$ cat src/rtl/shift_unit_seq.sv
// shift_unit_seq: selects a shift amount, captures an operand, shifts it one bit per cycle
// Ports: clk/reset (sync, active-low); start/mode/sel/amt_in/data_in request a shift;
//        busy (SHIFT state), done (one-cycle pulse), result (held), shamt_used (last captured amount).
module shift_unit_seq #(
    parameter int DATA_W    = 32,
    parameter int SHAMT_W   = 5,
    parameter int N_SRC     = 3,
    parameter int CONST_AMT = 16,
    parameter int SEL_W     = 2
) (
    input  logic                     clk,
    input  logic                     reset,
    input  logic                     start,
    input  logic [1:0]               mode,
    input  logic [SEL_W-1:0]         sel,
    input  logic [N_SRC*SHAMT_W-1:0] amt_in,
    input  logic [DATA_W-1:0]        data_in,
    output logic                     busy,
    output logic                     done,
    output logic [DATA_W-1:0]        result,
    output logic [SHAMT_W-1:0]       shamt_used
);
    typedef enum logic [1:0] {IDLE, SHIFT, DONE} state_t;
    localparam logic [SHAMT_W-1:0] CONST_V = SHAMT_W'(CONST_AMT);
    localparam logic [SHAMT_W-1:0] ONE     = SHAMT_W'(1);
    state_t               state_q, state_d;
    logic [DATA_W-1:0]    work_q, work_d, result_q, result_d, shifted;
    logic [1:0]           mode_q, mode_d;
    logic [SHAMT_W-1:0]   cnt_q, cnt_d, shamt_q, shamt_d, sel_amt;
    logic                 accept;
    // Selectors above N_SRC fall through to a zero amount.
    always_comb begin
        sel_amt = '0;
        for (int k = 0; k < N_SRC; k++)
            if (int'(sel) == k) sel_amt = amt_in[k*SHAMT_W +: SHAMT_W];
        if (int'(sel) == N_SRC) sel_amt = CONST_V;
    end
    assign shifted = mode_q == 2'b00 ? {work_q[DATA_W-2:0], 1'b0} :
                     mode_q == 2'b01 ? {1'b0, work_q[DATA_W-1:1]} :
                     mode_q == 2'b10 ? {work_q[DATA_W-1], work_q[DATA_W-1:1]} :
                                       {work_q[0], work_q[DATA_W-1:1]};
    // A request is accepted in IDLE or DONE, giving back-to-back operation.
    assign accept = start && state_q != SHIFT;
    always_comb begin
        state_d  = state_q;
        work_d   = work_q;
        mode_d   = mode_q;
        cnt_d    = cnt_q;
        result_d = result_q;
        shamt_d  = shamt_q;
        if (accept) begin
            work_d  = data_in;
            mode_d  = mode;
            cnt_d   = sel_amt;
            shamt_d = sel_amt;
            state_d = sel_amt == '0 ? DONE : SHIFT;
            if (sel_amt == '0) result_d = data_in;
        end else if (state_q == SHIFT) begin
            work_d = shifted;
            cnt_d  = cnt_q - ONE;
            if (cnt_q == ONE) begin
                state_d  = DONE;
                result_d = shifted;
            end
        end else if (state_q == DONE) begin
            state_d = IDLE;
        end
    end
    always_ff @(posedge clk) begin
        if (!reset) begin
            state_q  <= IDLE;
            work_q   <= '0;
            mode_q   <= '0;
            cnt_q    <= '0;
            result_q <= '0;
            shamt_q  <= '0;
        end else begin
            state_q  <= state_d;
            work_q   <= work_d;
            mode_q   <= mode_d;
            cnt_q    <= cnt_d;
            result_q <= result_d;
            shamt_q  <= shamt_d;
        end
    end
    assign busy       = state_q == SHIFT;
    assign done       = state_q == DONE;
    assign result     = result_q;
    assign shamt_used = shamt_q;
endmodule

$ cat config.mk
export PLATFORM = sky130hd
export DESIGN_NAME = shift_unit_seq
export DESIGN_NICKNAME = d
export VERILOG_FILES = /design/src/rtl/shift_unit_seq.sv
export SDC_FILE = /design/constraint.sdc
export NUM_CORES = 1
export LEC_CHECK = 0
export CAP_MARGIN = 20
export CORE_ASPECT_RATIO = 1.1
export CORE_MARGIN = 1
export CORE_UTILIZATION = 25
export CTS_CLUSTER_DIAMETER = 200
export CTS_CLUSTER_SIZE = 10
export DETAILED_ROUTE_END_ITERATION = 10
export GPL_TIMING_DRIVEN = 1
export SYNTH_ARGS = -nofsm -noshare
export SYNTH_HDL_FRONTEND = slang
export SYNTH_SLANG_ARGS = --single-unit
$ cat constraint.sdc
create_clock -name clk -period 2.7 [get_ports clk]
set_input_delay 0.675 -clock clk [delete_from_list [all_inputs] [get_ports clk]]
set_output_delay 0.675 -clock clk [all_outputs]
set_load 0.01 [all_outputs]
==> results.md <==
- Status: complete, no violations
- DRC Markers: 0
- Most frequent cells in the layout: 171 x nand2_1, 90 x clkdlybuf4s50_1, 78 x dfxtp_1, 69 x mux2i_1, 42 x a21oi_1
- Longest Clk Path Bufs: 2
- GRT Util Overall: 0.128
- Crit-path max FO: 32
- Drt via density: 4.46
- Row Count: 47
- HPWL after DPL: 6990 um
- Slew @ Worst Pin: between 0.6 and 0.7 ns
- Fin nets: 627
- Critical-path top delay cell: or4b_4
- Area post-placement: roughly 5000 sq um
- Max_cap viols: 0
- Critical path arrival: between 2 and 3 ns
- Vias in the first global route: 3456
- Crit start category: input port
- Avg Inst Size Synth: between 7 and 8 sq um
- Clk Latency, worst-skew pair: approximately 0.33 ns
- Final Instance Count excl. Fillers: 769
- Num CTS Buffers: 9
- Final wirelength: 9720 um
- Area leader, netlist: dfxtp_1
- Most common cell after layout, fill and taps aside: nand2_1
- Max-slew headroom: 0.576
- Initial antenna violation count: 0
- Register area share after synthesis: 0.409
- First-pass GRT wire length: 16300 um
- CTS root buf: clkbuf_16
- Top post-synthesis cells by area: dfxtp_1 41%, mux2i_1 18%, nand2_1 17%
- Die width: 120 um
- Synth top area share: 0.409
- Setup crit end kind: flop
- RSZ-0062 raised after global routing: no
- Die Area: 15800 sq um
- Post-detailed-route count of antenna-violating nets: 0
- Max Transition Viols Final: 0
- Final setup fails: 0
- Die height: 132 um
- Routed via count: ~3400
- Fin crit share: 0.930
- Critical path required time: 2.91 ns
- Inserted Diodes: 0
- Core Area: 15000 sq um
- H-tree levels: 3
- Synthesized cell area: 3820 sq um
- Crit-path cells: clkdlybuf4s50_1 > nor2b_1 > o2bb2ai_1 > or4b_4 > o31a_2 > buf_12 > mux2i_1
- Hold Slack: around 0.46 ns
- Syn Inst Count: ~480
- Yosys reg bits: 78
- Largest net degree at the start of global routing: 67
- Final Skew: approximately 0.006 ns
- # port buffers: 92
- Final min period: around 2.5 ns
- Starting Density: 0.255
- Reg clk slew, reported paths: 0.06 ns
- Area of the multi-input gates: 2080 sq um
- CP peak stage delay: 0.54 ns
- Layout area overhead: 38.4%
- Leak pwr: 2.24 nW
- Clock Sinks: 78
- Dpl cells: 753
- Worst min-delay path category: reg -> reg
- DR pass1 iterations: 4
- Yosys Warn Count: 0
- Fin. Hold Viols: 0
- Critical path class: in -> reg
- CTS tree: built
- Overall power: 3.28 mW
- Routed WL per cell: 12.6 um
- Library cells used by synthesis: 34
- Post-synth net total: approximately 540
- Number of fill cells in the layout: between 1500 and 2000
- Gr ovfl total: 0
- Layout cell share with drive strength beyond 1: 0.0785
- I/O pin total: 93
- Worst vdd ir: ~0.30 mV
- Max Freq: 398 MHz
- Power Dens Cells: 620 nW/um^2
- Final Cell Area: roughly 5300 sq um
- RePlAce Congestion: 0.744
- Initial drt markers: 122
- Sequential Area: 1560 sq um
## cells in the mapped netlist (all sizes together)
| cell | n |
|---|---|
| nand2b | 2 |
| ha | 5 |
| nand4b | 1 |
| nor2 | 8 |
| or4b | 1 |
| or3b | 2 |
| a21boi | 1 |
| nor2b | 3 |
| a21o | 1 |
| and2 | 1 |
| o31a | 2 |
| o21ai | 36 |
| nand3b | 1 |
| mux2 | 1 |
| buf | 7 |
| nand3 | 1 |
| a211oi | 1 |
| inv | 5 |
| or2 | 2 |
| a31oi | 3 |
| a21oi | 42 |
| o2bb2ai | 2 |
| clkbuf | 29 |
| dfxtp | 78 |
| o21bai | 1 |
| clkinv | 1 |
| a221oi | 1 |
| o21a | 1 |
| mux2i | 69 |
| a2bb2oi | 1 |
| nor3 | 2 |
| nand2 | 171 |
| a22o | 1 |
## worst max-delay path: cells and delay by family
kind | cells | cell delay, ns
buf+inv | 2 | 0.61
mux | 1 | 0.15
compound gates | 2 | 0.56
simple gates | 2 | 0.72
## sequential cells by signal (all words and copies together), names as in the netlist
register and flops:
cnt_q 5, state_q 2, mode_q 2, shamt_used 5, work_q 32, result 32
## layout make-up
cell class	instances	area share
Inverter	6	0.00426
Timing Repair Buffer	110	0.203
Sequential cell	78	0.295
Tap cell	196	0.0464
Clock inverter	4	0.00852
Clock buffer	12	0.0485
Multi-Input combinational cell	363	0.394
## final timing paths
kind         slack [ns]  startpoint         end  depth (start not counted)
max                0.19      sel[1]  result[26]                          7
max reg2reg        0.59    cnt_q[0]  result[26]                          6
min                0.46  result[27]  result[27]                          2
min reg2reg        0.46  result[27]  result[27]                          2
## report_power, final
part	internal, mW	switching (mW)
clock network	0.762	0.458
registers	1.24	0.0672
logic	0.354	0.397
## cell families (layout without fill, tap and decap cells)
kind of cell	Yosys count	count (layout)	share of synthesized area
AO/OA/AOI/OAI	93	93	0.135
buffers and inverters	42	132	0.0511
AND/OR/NAND/NOR	195	195	0.205
flip-flops	78	78	0.409
adder cells (fa/ha/maj)	5	5	0.0164
multiplexers	70	70	0.184
## metrics by stage
stage,utilization,worst slack (ns),TNS [ns]
finish,0.353,0.188,0
global route,0.353,0.0867,0
CTS,0.353,0.184,0
detailed placement,0.333,-0.440,-13.91
global placement,0.333,-0.376,-12.03
floorplan,-,0.263,0
## routing by layer
metal | vias to the layer above | track usage | part of all wire
met5 | - | 0 | 0
li1 | 1782 | - | -
met3 | 10 | 0.0360 | 0.061
met4 | 0 | 0.0479 | 0.013
met2 | 73 | 0.213 | 0.47
met1 | 1562 | 0.156 | 0.45
## what timing repair did
action,4_1_cts,5_1_grt
gates resized for setup,1,0
buffers inserted,0,0
setup endpoints to repair,32,0
hold buffers,0,0
No activity file was read; power rests on OpenSTA's default activity.
